## src/rtl/i2c_codec_responder_pkg.sv

```systemverilog
// Shared types and constants for the codec control-port I2C responder.
// Register power-on values mirror the codec's documented reset state.
package codec_pkg;

    typedef enum logic [3:0] {
        S_IDLE,
        S_ADDR,
        S_ACK_A,
        S_BYTE1,
        S_ACK1,
        S_BYTE2,
        S_ACK2,
        S_EXTRA,
        S_IGNORE
    } I2cRespState;

    localparam logic [6:0] CODEC_DEV_ADDR = 7'h1A;
    localparam logic [6:0] CODEC_RST_REG  = 7'h0F;
    localparam int         CODEC_NREG     = 10;

    localparam logic [8:0] REG_DEFAULT [0:9] = '{
        9'h097, 9'h097, 9'h079, 9'h079, 9'h00A,
        9'h008, 9'h09F, 9'h00A, 9'h000, 9'h000
    };

    // Indices beyond the codec's register map default to zero.
    function automatic logic [8:0] reg_default(input int idx);
        logic [3:0] i4;
        i4 = idx[3:0];
        if (idx >= 0 && idx < CODEC_NREG) begin
            return REG_DEFAULT[i4];
        end
        return 9'h000;
    endfunction

endpackage

```

## src/rtl/i2c_codec_responder_if.sv

```systemverilog
// Bus-side and register-side signals of the codec I2C responder.
// slave = responder view, master = bus model / observer view.
interface i2c_codec_responder_if #(
    parameter int NREG = 10
);
    logic              i_scl;
    logic              i_sda;
    logic              o_sda_oe;
    logic [NREG*9-1:0] o_regs;
    logic              o_wr_valid;
    logic [6:0]        o_wr_addr;
    logic [8:0]        o_wr_data;
    logic              o_soft_rst;
    logic              o_busy;

    modport slave (
        input  i_scl, i_sda,
        output o_sda_oe, o_regs, o_wr_valid, o_wr_addr, o_wr_data, o_soft_rst, o_busy
    );

    modport master (
        output i_scl, i_sda,
        input  o_sda_oe, o_regs, o_wr_valid, o_wr_addr, o_wr_data, o_soft_rst, o_busy
    );
endinterface

```

## src/rtl/i2c_codec_responder_line_cond.sv

```systemverilog
// Conditions one async I2C line: 2-flop synchronizer, optional 3-sample
// majority filter (I2C_GLITCH_FILTER_EN), and rise/fall strobes.
module i2c_line_cond (
    input  logic i_clk,
    input  logic i_rst,
    input  logic i_line,
    output logic o_level,
    output logic o_rise,
    output logic o_fall
);
    logic [1:0] sync_q;
    logic       level;
    logic       prev_q;

    // Lines idle high, so reset to 1 to avoid a phantom edge after reset.
    always_ff @(posedge i_clk or posedge i_rst) begin
        if (i_rst) begin
            sync_q <= 2'b11;
        end else begin
            sync_q <= {sync_q[0], i_line};
        end
    end

`ifdef I2C_GLITCH_FILTER_EN
    logic [1:0] hist_q;
    logic       filt_q;

    always_ff @(posedge i_clk or posedge i_rst) begin
        if (i_rst) begin
            hist_q <= 2'b11;
            filt_q <= 1'b1;
        end else begin
            hist_q <= {hist_q[0], sync_q[1]};
            filt_q <= (sync_q[1] & hist_q[0]) | (sync_q[1] & hist_q[1]) | (hist_q[0] & hist_q[1]);
        end
    end

    assign level = filt_q;
`else
    assign level = sync_q[1];
`endif

    always_ff @(posedge i_clk or posedge i_rst) begin
        if (i_rst) begin
            prev_q <= 1'b1;
        end else begin
            prev_q <= level;
        end
    end

    assign o_level = level;
    assign o_rise  = level & ~prev_q;
    assign o_fall  = ~level & prev_q;
endmodule

```

## src/rtl/i2c_codec_responder.sv

```systemverilog
// Write-only I2C target emulating the audio codec control port (16-bit writes
// into a 9-bit shadow register file). Optional: I2C_GLITCH_FILTER_EN.
module i2c_codec_responder
    import codec_pkg::*;
#(
    parameter logic [6:0] DEV_ADDR = CODEC_DEV_ADDR,
    parameter int         NREG     = CODEC_NREG,
    parameter logic [6:0] RST_REG  = CODEC_RST_REG
) (
    input  logic                  i_clk,
    input  logic                  i_rst,
    i2c_codec_responder_if.slave  bus
);
    logic scl_lvl, scl_rise, scl_fall;
    logic sda_lvl, sda_rise, sda_fall;

    i2c_line_cond u_scl (
        .i_clk (i_clk), .i_rst (i_rst), .i_line (bus.i_scl),
        .o_level (scl_lvl), .o_rise (scl_rise), .o_fall (scl_fall)
    );

    i2c_line_cond u_sda (
        .i_clk (i_clk), .i_rst (i_rst), .i_line (bus.i_sda),
        .o_level (sda_lvl), .o_rise (sda_rise), .o_fall (sda_fall)
    );

    logic start, stop, scl_up, scl_dn;
    assign start  = sda_fall & scl_lvl;
    assign stop   = sda_rise & scl_lvl;
    assign scl_up = scl_rise & ~start & ~stop;
    assign scl_dn = scl_fall;

    I2cRespState state_q, state_d;
    logic [3:0]  cnt_q, cnt_d;
    logic [7:0]  shift_q, shift_d;
    logic [7:0]  byte1_q, byte1_d;
    logic        oe_q, oe_d;
    logic        commit;

    always_ff @(posedge i_clk or posedge i_rst) begin
        if (i_rst) begin
            state_q <= S_IDLE;
            cnt_q   <= 4'd0;
            shift_q <= 8'h00;
            byte1_q <= 8'h00;
            oe_q    <= 1'b0;
        end else begin
            state_q <= state_d;
            cnt_q   <= cnt_d;
            shift_q <= shift_d;
            byte1_q <= byte1_d;
            oe_q    <= oe_d;
        end
    end

    always_comb begin
        state_d = state_q;
        cnt_d   = cnt_q;
        shift_d = shift_q;
        byte1_d = byte1_q;
        oe_d    = oe_q;
        commit  = 1'b0;
        if (stop) begin
            state_d = S_IDLE;
            cnt_d   = 4'd0;
            oe_d    = 1'b0;
        end else if (start) begin
            state_d = S_ADDR;
            cnt_d   = 4'd0;
            oe_d    = 1'b0;
        end else begin
            case (state_q)
                S_ADDR, S_BYTE1, S_BYTE2: begin
                    if (scl_up && cnt_q != 4'd8) begin
                        shift_d = {shift_q[6:0], sda_lvl};
                        cnt_d   = cnt_q + 4'd1;
                    end else if (scl_dn && cnt_q == 4'd8) begin
                        // Byte complete: the fall ending bit 8 starts the ACK slot.
                        cnt_d = 4'd0;
                        if (state_q == S_ADDR) begin
                            if (shift_q[7:1] == DEV_ADDR && !shift_q[0]) begin
                                state_d = S_ACK_A;
                                oe_d    = 1'b1;
                            end else begin
                                state_d = S_IGNORE;
                            end
                        end else if (state_q == S_BYTE1) begin
                            byte1_d = shift_q;
                            state_d = S_ACK1;
                            oe_d    = 1'b1;
                        end else begin
                            state_d = S_ACK2;
                            oe_d    = 1'b1;
                        end
                    end
                end
                S_ACK_A, S_ACK1, S_ACK2: begin
                    if (scl_up && state_q == S_ACK2) begin
                        commit = 1'b1;
                    end
                    if (scl_dn) begin
                        oe_d = 1'b0;
                        case (state_q)
                            S_ACK_A: state_d = S_BYTE1;
                            S_ACK1:  state_d = S_BYTE2;
                            default: state_d = S_EXTRA;
                        endcase
                    end
                end
                default: ;
            endcase
        end
    end

    // Byte2 is still in the shift register during the ACK2 slot.
    logic [6:0] wr_idx;
    logic [8:0] wr_data;
    logic       is_rst_reg;
    assign wr_idx     = byte1_q[7:1];
    assign wr_data    = {byte1_q[0], shift_q};
    assign is_rst_reg = (wr_idx == RST_REG);

    genvar gi;
    generate
        for (gi = 0; gi < NREG; gi++) begin : g_reg
            logic [8:0] reg_q;
            always_ff @(posedge i_clk or posedge i_rst) begin
                if (i_rst) begin
                    reg_q <= reg_default(gi);
                end else if (commit && is_rst_reg) begin
                    reg_q <= reg_default(gi);
                end else if (commit && wr_idx == 7'(gi)) begin
                    reg_q <= wr_data;
                end
            end
            assign bus.o_regs[9*gi +: 9] = reg_q;
        end
    endgenerate

    logic       wr_valid_q, soft_rst_q;
    logic [6:0] wr_addr_q;
    logic [8:0] wr_data_q;

    always_ff @(posedge i_clk or posedge i_rst) begin
        if (i_rst) begin
            wr_valid_q <= 1'b0;
            soft_rst_q <= 1'b0;
            wr_addr_q  <= 7'd0;
            wr_data_q  <= 9'd0;
        end else begin
            wr_valid_q <= commit;
            soft_rst_q <= commit & is_rst_reg;
            if (commit) begin
                wr_addr_q <= wr_idx;
                wr_data_q <= wr_data;
            end
        end
    end

    assign bus.o_sda_oe   = oe_q;
    assign bus.o_wr_valid = wr_valid_q;
    assign bus.o_wr_addr  = wr_addr_q;
    assign bus.o_wr_data  = wr_data_q;
    assign bus.o_soft_rst = soft_rst_q;
    assign bus.o_busy     = (state_q != S_IDLE);
endmodule

```

## src/flat_wrapper.sv

```systemverilog
// flat-port wrapper written by rule: the top's interface ports become plain ports
module i2c_codec_responder_flat import codec_pkg::*;
#(
    parameter logic [6:0] DEV_ADDR = CODEC_DEV_ADDR,
    parameter int         NREG     = CODEC_NREG,
    parameter logic [6:0] RST_REG  = CODEC_RST_REG
)
  (i_clk, i_rst, bus_i_scl, bus_i_sda, bus_o_sda_oe, bus_o_regs, bus_o_wr_valid, bus_o_wr_addr, bus_o_wr_data, bus_o_soft_rst, bus_o_busy);
  i2c_codec_responder_if #(.NREG(NREG)) bus_i ();
  input  logic i_clk;
  input  logic i_rst;
  input wire logic [$bits(bus_i.i_scl)-1:0] bus_i_scl;
  input wire logic [$bits(bus_i.i_sda)-1:0] bus_i_sda;
  output wire logic [$bits(bus_i.o_sda_oe)-1:0] bus_o_sda_oe;
  output wire logic [$bits(bus_i.o_regs)-1:0] bus_o_regs;
  output wire logic [$bits(bus_i.o_wr_valid)-1:0] bus_o_wr_valid;
  output wire logic [$bits(bus_i.o_wr_addr)-1:0] bus_o_wr_addr;
  output wire logic [$bits(bus_i.o_wr_data)-1:0] bus_o_wr_data;
  output wire logic [$bits(bus_i.o_soft_rst)-1:0] bus_o_soft_rst;
  output wire logic [$bits(bus_i.o_busy)-1:0] bus_o_busy;
  assign bus_i.i_scl = bus_i_scl;
  assign bus_i.i_sda = bus_i_sda;
  assign bus_o_sda_oe = bus_i.o_sda_oe;
  assign bus_o_regs = bus_i.o_regs;
  assign bus_o_wr_valid = bus_i.o_wr_valid;
  assign bus_o_wr_addr = bus_i.o_wr_addr;
  assign bus_o_wr_data = bus_i.o_wr_data;
  assign bus_o_soft_rst = bus_i.o_soft_rst;
  assign bus_o_busy = bus_i.o_busy;
  i2c_codec_responder #(.DEV_ADDR(DEV_ADDR), .NREG(NREG), .RST_REG(RST_REG)) u_core (.i_clk(i_clk), .i_rst(i_rst), .bus(bus_i));
endmodule
```

## config.mk

```make
export PLATFORM = sky130hd
export DESIGN_NAME = i2c_codec_responder_flat
export DESIGN_NICKNAME = d
export VERILOG_FILES = /design/src/rtl/i2c_codec_responder_pkg.sv /design/src/rtl/i2c_codec_responder_if.sv /design/src/rtl/i2c_codec_responder_line_cond.sv /design/src/rtl/i2c_codec_responder.sv /design/src/flat_wrapper.sv
export SDC_FILE = /design/constraint.sdc
export NUM_CORES = 1
export LEC_CHECK = 0
export BUFFER_PORTS_ARGS = -buffer_cell sky130_fd_sc_hd__buf_2
export CAP_MARGIN = 30
export CORE_MARGIN = 2
export CORE_UTILIZATION = 37
export CTS_CLUSTER_DIAMETER = 200
export DETAILED_ROUTE_END_ITERATION = 8
export PLACE_DENSITY_LB_ADDON = 0.3
export SLEW_MARGIN = 40
export SYNTH_ARGS = -nofsm -noshare
export SYNTH_HDL_FRONTEND = slang
export SYNTH_SLANG_ARGS = --single-unit
export TNS_END_PERCENT = 100
```

## constraint.sdc

```tcl
create_clock -name i_clk -period 6.77 [get_ports i_clk]
set_input_delay 1.0155 -clock i_clk [delete_from_list [all_inputs] [get_ports i_clk]]
set_output_delay 1.0155 -clock i_clk [all_outputs]
set_load 0.05 [all_outputs]
```

After elaboration in Yosys (flattened, before gate mapping)
Cells that the tools add are included.
- add/subtract/negate cells: 1
- $mul: 0
- div/mod/pow operators: 0
- order comparisons: 0
- equal/unequal tests: 23
- shift operators: 0
- muxes and demuxes: 47
- bitwise gates (word level): 17
- reductions and logical operators: 38
- operators with widths (operator ; number):
    9-bit 2-to-1 mux ; 20
    4-bit 2-to-1 mux ; 12
    7-bit by 3-bit equality test with 1-bit output (second input constant) ; 4
    7-bit by 4-bit equality test with 1-bit output (second input constant) ; 3
    2-bit nonzero test ; 10
    1-bit logical AND ; 15
    7-bit by 2-bit equality test with 1-bit output (second input constant) ; 2
    4-bit by 3-bit equality test with 1-bit output (second input constant) ; 3
    4-bit nonzero test ; 3
    1-bit 2-to-1 mux ; 11
    1-bit AND ; 9
    4-bit by 2-bit equality test with 1-bit output (second input constant) ; 2
    4-bit by 1-bit inequality test with 1-bit output (second input constant) ; 2
    1-bit inverter ; 8
    4-bit case mux with 2 select lines ; 1
    4-bit AND reduction ; 2
    7-bit by 1-bit equality test with 1-bit output (second input constant) ; 1
    7-bit by 5-bit equality test with 1-bit output (second input constant) ; 1
    7-bit zero test ; 1
    7-bit AND reduction ; 1
    3-bit case mux with 2 select lines ; 1
    3-bit OR reduction ; 2
    5-bit by 3-bit inequality test with 1-bit output (second input constant) ; 1
    5-bit AND reduction ; 1
    10 further kinds ; 10
- register bits: 139
- latch bits: 0
- RAM bits: 0
- memory bits (read-only): 0
- input port bits: 4
- output and inout port bits: 110
- word-level logic and storage cells: 149
- memories kept: 0

Longest topological paths before layout
- depth in word-level cells: 14
- gate-level depth with buffers: 10

Modules after synthesis
A second synthesis with hierarchy kept.
- cell total of the unflattened synthesis: 491
- area total of the unflattened synthesis: 5997.0 um^2
- by module, submodules not included (module ; instances ; cells an instance ; area each (um^2) ; sequential area each (um^2)):
    i2c_codec_responder ; 1 ; 479 ; 5801.8 ; 3367.0
    i2c_line_cond ; 2 ; 6 ; 97.6 ; 78.8

Worst setup path before layout
Ideal clock, no wire load.
- kind: register to output
- start: register u_core.state_q[2]
- end: output bus_o_busy
- arrival time: 1019 ps
- required time: 5754 ps
- setup slack: 4735 ps
- cell stages (with the launch flop): 4
- buffers on the path: 1
- path through: dfrtp_1 buf_4 nor3_1 nand2_1
- longest elaborated chain between the ends: 1
- RTL lines (item ; RTL line ; text):
    from (decl) ; i2c_codec_responder.sv:33 ; I2cRespState state_q, state_d;
    from (signal assigned) ; i2c_codec_responder.sv:48 ; state_q <= state_d;
    4-bit nonzero test ; i2c_codec_responder.sv:165 ; assign bus.o_busy = (state_q != S_IDLE);
    to (decl) ; flat_wrapper.sv:20 ; output wire logic [$bits(bus_i.o_busy)-1:0] bus_o_busy;
Every way passes these cells.

Worst setup path in the final report
- start: register u_core.state_q[0]
- end: register u_core.g_reg[8].reg_q[7]
- longest elaborated chain between the ends: 8
- RTL lines (item ; RTL line ; text):
    4-bit by 3-bit equality test with 1-bit output ; i2c_codec_responder.sv:72, i2c_codec_responder.sv:98 ;
    1-bit logical AND ; i2c_codec_responder.sv:98 ; if (scl_up && state_q == S_ACK2) begin
    1-bit 2-to-1 mux ; i2c_codec_responder.sv:98 ;
    1-bit 2-to-1 mux * ; i2c_codec_responder.sv:72 ; case (state_q)
    1-bit 2-to-1 mux * ; i2c_codec_responder.sv:67 ; end else if (start) begin
    1-bit 2-to-1 mux * ; i2c_codec_responder.sv:63 ; if (stop) begin
    1-bit logical AND, on equally long branches ; i2c_codec_responder.sv:130, i2c_codec_responder.sv:132 ;
    9-bit 2-to-1 mux or 2-bit nonzero test (tied branches) ; n/a ;
    to (signal assigned) ; i2c_codec_responder.sv:129 ; reg_q <= reg_default(gi);
    to (signal assigned) ; i2c_codec_responder.sv:131 ; reg_q <= reg_default(gi);
    to (signal assigned) ; i2c_codec_responder.sv:133 ; reg_q <= wr_data;
    to (decl) ; i2c_codec_responder.sv:126 ; logic [8:0] reg_q;
Every way passes the cells marked *; elsewhere a longest branch is shown, timed or not.
A chain may end at the register's enable or synchronous reset.

==> report_table.html <==
<table>
<tr><th>Metric</th><th>Value</th></tr>
<tr><th colspan="2">Setup path</th></tr>
<tr><td>Required time of the critical path</td><td>between 7 and 8 ns</td></tr>
<tr><td>Worst setup EP type</td><td>flop</td></tr>
<tr><td>Kind of launch point of the worst setup path</td><td>flop</td></tr>
<tr><td>Crit Path Max Fanout</td><td>just under 50</td></tr>
<tr><td>Critical-path cell list</td><td>nor4bb_4 -&gt; and4_1 -&gt; nand3_4 -&gt; clkinv_2 -&gt; a21oi_1</td></tr>
<tr><td>Data arrival time of the critical path</td><td>between 3 and 4 ns</td></tr>
<tr><td>Setup Crit Path Kind</td><td>flop to flop</td></tr>
<tr><td>Slowest-stage cell, CP</td><td>sky130_fd_sc_hd__clkinv_2</td></tr>
<tr><td>Max stage delay on crit path</td><td>just under 0.6 ns</td></tr>
<tr><th colspan="2">Synthesis</th></tr>
<tr><td>Number of enable-type register cells in the synthesized netlist</td><td>0</td></tr>
<tr><td>Seq cells post-synth</td><td>~140</td></tr>
<tr><td>Register area share after synthesis</td><td>0.576</td></tr>
<tr><td>Cell types with the highest counts after synthesis</td><td>102 x sky130_fd_sc_hd__dfrtp_1, 102 x sky130_fd_sc_hd__nand3_1, 101 x sky130_fd_sc_hd__o21ai_0</td></tr>
<tr><td>Post-synth net total</td><td>just under 600</td></tr>
<tr><td>Number of distinct standard cells referenced by the synthesized netlist</td><td>56</td></tr>
<tr><td>Cell taking the most area after synthesis</td><td>sky130_fd_sc_hd__dfrtp_1</td></tr>
<tr><td>Netlist area before placement</td><td>between 6000 and 7000 µm²</td></tr>
<tr><td>Async set-reset flop share out of synthesis</td><td>1.00</td></tr>
<tr><td>Fraction of synthesized cell area taken by the top area cell type</td><td>0.417</td></tr>
<tr><td>Top post-synthesis cells by area</td><td>sky130_fd_sc_hd__dfrtp_1 42%, sky130_fd_sc_hd__dfstp_2 16%, sky130_fd_sc_hd__nand3_1 8.3%</td></tr>
<tr><td>Number of synthesis warnings</td><td>0</td></tr>
<tr><td>Synth Instances</td><td>a little under 600</td></tr>
<tr><td>Syn_area_per_cell</td><td>10.5 µm²</td></tr>
<tr><td>Primary flip-flop cell chosen by synthesis mapping</td><td>sky130_fd_sc_hd__dfrtp_1</td></tr>
<tr><th colspan="2">STA</th></tr>
<tr><td>Transition at the pin with the smallest max-transition slack</td><td>around 0.83 ns</td></tr>
<tr><td>Tcrit/Tclk final</td><td>0.404</td></tr>
<tr><td>Fin Clk Skew</td><td>approximately 0.0066 ns</td></tr>
<tr><td>Setup ws final</td><td>4.03 ns</td></tr>
<tr><td>Hold Fails Final Rpt</td><td>0</td></tr>
<tr><td>Max Clk Rate</td><td>365 MHz</td></tr>
<tr><td>Post-layout minimum cycle time</td><td>2.74 ns</td></tr>
<tr><td>RSZ-0062 raised after global routing</td><td>false</td></tr>
<tr><td>Sum of negative setup slack</td><td>0 ns</td></tr>
<tr><td>Worst rel slew slack</td><td>0.446</td></tr>
<tr><td>Final max-slew violation count</td><td>0</td></tr>
<tr><td>Final setup fails</td><td>0</td></tr>
<tr><th colspan="2">Global route</th></tr>
<tr><td>GRT Overall Usage</td><td>0.199</td></tr>
<tr><td>GR met3 Demand/Resource</td><td>0.0475</td></tr>
<tr><td>Most congested layer reported by global routing</td><td>met2</td></tr>
<tr><td>Largest net degree at the start of global routing</td><td>between 70 and 80</td></tr>
<tr><td>Global routing usage on met2</td><td>0.319</td></tr>
<tr><td>Antenna violations before repair</td><td>0</td></tr>
<tr><td>Total congestion overflow</td><td>0</td></tr>
<tr><td>Met1 track demand over resource</td><td>0.268</td></tr>
<tr><td>Number of global-route vias before repair</td><td>4932</td></tr>
<tr><td>Wire length of the first global-routing pass</td><td>27500 µm</td></tr>
<tr><th colspan="2">Hold path</th></tr>
<tr><td>Min-delay worst type</td><td>flop to flop</td></tr>
<tr><th colspan="2">CTS</th></tr>
<tr><td>Max Buffers Root-to-Sink</td><td>2</td></tr>
<tr><td>Clock-pin slew on the worst setup and hold paths</td><td>~0.06 ns</td></tr>
<tr><td>Clock network latency to the later pin of the worst-skew pair</td><td>about 0.43 ns</td></tr>
<tr><td>CTS Hold Bufs</td><td>0</td></tr>
<tr><td>Post-CTS setup buffer count</td><td>0</td></tr>
<tr><td>TritonCTS clock tree</td><td>done</td></tr>
<tr><td>Resized Gates After CTS</td><td>0</td></tr>
<tr><td>Root buffer cell</td><td>sky130_fd_sc_hd__clkbuf_16</td></tr>
<tr><td>H-tree depth</td><td>4</td></tr>
<tr><td>Number of buffers created by CTS</td><td>17</td></tr>
<tr><td>Clock net sink count</td><td>between 100 and 150</td></tr>
<tr><th colspan="2">Floorplanning</th></tr>
<tr><td>Initial Util</td><td>0.374</td></tr>
<tr><td>Die area</td><td>between 15000 and 20000 µm²</td></tr>
<tr><td>Top Ports</td><td>114</td></tr>
<tr><td>Core region area</td><td>approximately 16000 µm²</td></tr>
<tr><td>Number of cell rows</td><td>47</td></tr>
<tr><td>Die Ht</td><td>between 100 and 150 µm</td></tr>
<tr><td>Die width</td><td>about 130 µm</td></tr>
<tr><th colspan="2">Power</th></tr>
<tr><td>Power Density</td><td>between 200 and 300 nW/µm²</td></tr>
<tr><td>Max VDD drop</td><td>0.178 mV</td></tr>
<tr><td>Static leakage</td><td>0.00355 µW</td></tr>
<tr><th colspan="2">Final layout</th></tr>
<tr><td>Inserted Diodes</td><td>0</td></tr>
<tr><td>Synthesis-to-layout area growth</td><td>21.6%</td></tr>
<tr><td>Net total in the final layout</td><td>slightly below 700</td></tr>
<tr><td>Fraction of final layout cells with drive strength greater than 1</td><td>0.348</td></tr>
<tr><td>Post-route standard cell area excluding fillers</td><td>around 7400 µm²</td></tr>
<tr><th colspan="2">Place</th></tr>
<tr><td>Post-placement worst setup slack</td><td>about 3.7 ns</td></tr>
<tr><td>Hpwl dp</td><td>11000 µm</td></tr>
<tr><td>Placer's final routability congestion estimate</td><td>roughly 0.87</td></tr>
<tr><td>Total placed instance area</td><td>slightly below 7000 µm²</td></tr>
<tr><td>Count of buffers inserted at the top-level ports</td><td>around 110</td></tr>
<tr><th colspan="2">Status</th></tr>
<tr><td>Run status</td><td>finished, final reports clean</td></tr>
<tr><th colspan="2">Route</th></tr>
<tr><td>Detailed Route WL</td><td>17300 µm</td></tr>
<tr><td>DRC violations left</td><td>0</td></tr>
<tr><td>Average vias per placed instance</td><td>around 5.6</td></tr>
<tr><td>Antenna-violating nets left</td><td>0</td></tr>
<tr><td>Number of iterations in the first detailed-routing pass</td><td>5</td></tr>
<tr><td>Routed wire per std cell</td><td>approximately 19 µm</td></tr>
<tr><td>Total vias in the final route</td><td>roughly 5100</td></tr>
<tr><td>DRT iter0 DRCs</td><td>slightly above 500</td></tr>
<tr><th colspan="2">Run</th></tr>
<tr><td>Count of maximum capacitance violations</td><td>0</td></tr>
</table>
==> routing by layer <==
layer / share of wire / vias up / routed length [µm]
li1: - / 2291 / -
met1: 0.44 / 2553 / 7520
met2: 0.49 / 187 / 8400
met3: 0.063 / 25 / 1090
met4: 0.015 / 0 / 257
met5: 0 / - / 0
==> path summary, 6_finish.rpt <==
kind / slack (ns) / cells past startpoint / from / endpoint
max: 4.03 / 5 / u_core.state_q[0] / u_core.g_reg[8].reg_q[7]
min: 0.36 / 0 / u_core.u_sda.sync_q[0] / u_core.u_sda.sync_q[1]
max reg2reg: 4.03 / 5 / u_core.state_q[0] / u_core.g_reg[8].reg_q[7]
min reg2reg: 0.36 / 0 / u_core.u_sda.sync_q[0] / u_core.u_sda.sync_q[1]
max in group asynchronous: 5.04 / 3 / i_rst / u_core.g_reg[1].reg_q[3]
min in group asynchronous: 0.70 / 2 / i_rst / u_core.bus.o_wr_addr[2]
==> worst max-delay path: cells and delay by family, from the launching register on <==
family                 cells  cell delay (ns)
and+or+nand+nor            3             1.35
DFF                        1             0.50
buffers and inverters      1             0.59
AOI/OAI and AO/OA          1             0.11
==> where the power goes <==
group / internal (µW) / switching [µW]
registers: 853 / 132
logic: 37.6 / 43.8
clock network: 645 / 348
total: 1540 / 523
==> logic make-up after synthesis <==
| logic type | Yosys count | synth area share |
|---|---|---|
| multiplexers | 32 | 0.0587 |
| adder cells (fa/ha/maj) | 2 | 0.00409 |
| flip-flops | 139 | 0.576 |
| XOR/XNOR | 1 | 0.00143 |
| buffers and inverters | 63 | 0.0491 |
| AND/OR/NAND/NOR | 172 | 0.157 |
| AO/OA/AOI/OAI | 175 | 0.154 |
==> cells in the final DEF (no fill, tap or decap), drive strengths merged, types with 6 or more instances in the layout <==
master	synthesis	layout
nand2	16	16
nand3	103	103
nor2b	6	6
a21oi	54	54
nor2	9	9
dfstp	37	37
o21ai	101	101
mux2	31	31
dfrtp	102	102
clkbuf	29	22
inv	10	9
nand4	7	7
buf	23	120
==> per-stage QoR <==
stage	cells	total power [µW]	utilization	hold slack, ns
global placement	868	1070	0.411	0.347
finish	904	2060	0.455	0.355
floorplan	584	996	-	0.345
detailed placement	872	1070	0.414	0.348
global route	904	2120	0.455	0.360
CTS	904	2070	0.453	0.357
==> flip-flops by register name, indices dropped and copies added (netlist names) <==
signal and flops:
u_core.u_scl.sync_q 2, u_core.u_sda.sync_q 2, u_core.cnt_q 4, u_core.bus.o_soft_rst 1, u_core.u_sda.prev_q 1, u_core.u_scl.prev_q 1, u_core.bus.o_sda_oe 1, u_core.g.reg_q 90
u_core.state_q 4, u_core.bus.o_wr_data 9, u_core.bus.o_wr_addr 7, u_core.bus.o_wr_valid 1, u_core.byte1_q 8, u_core.shift_q 8
==> cell type report <==
class | instances | area, µm²
clock buffers | 22 | 474
clock inverters | 10 | 164
fillers | 1595 | 8910
inverters | 11 | 47.5
multi-input cells | 382 | 2330
flip-flops and latches | 139 | 3520
well taps | 220 | 275
repair buffers | 120 | 622
(Power assumes the default switching activity.)
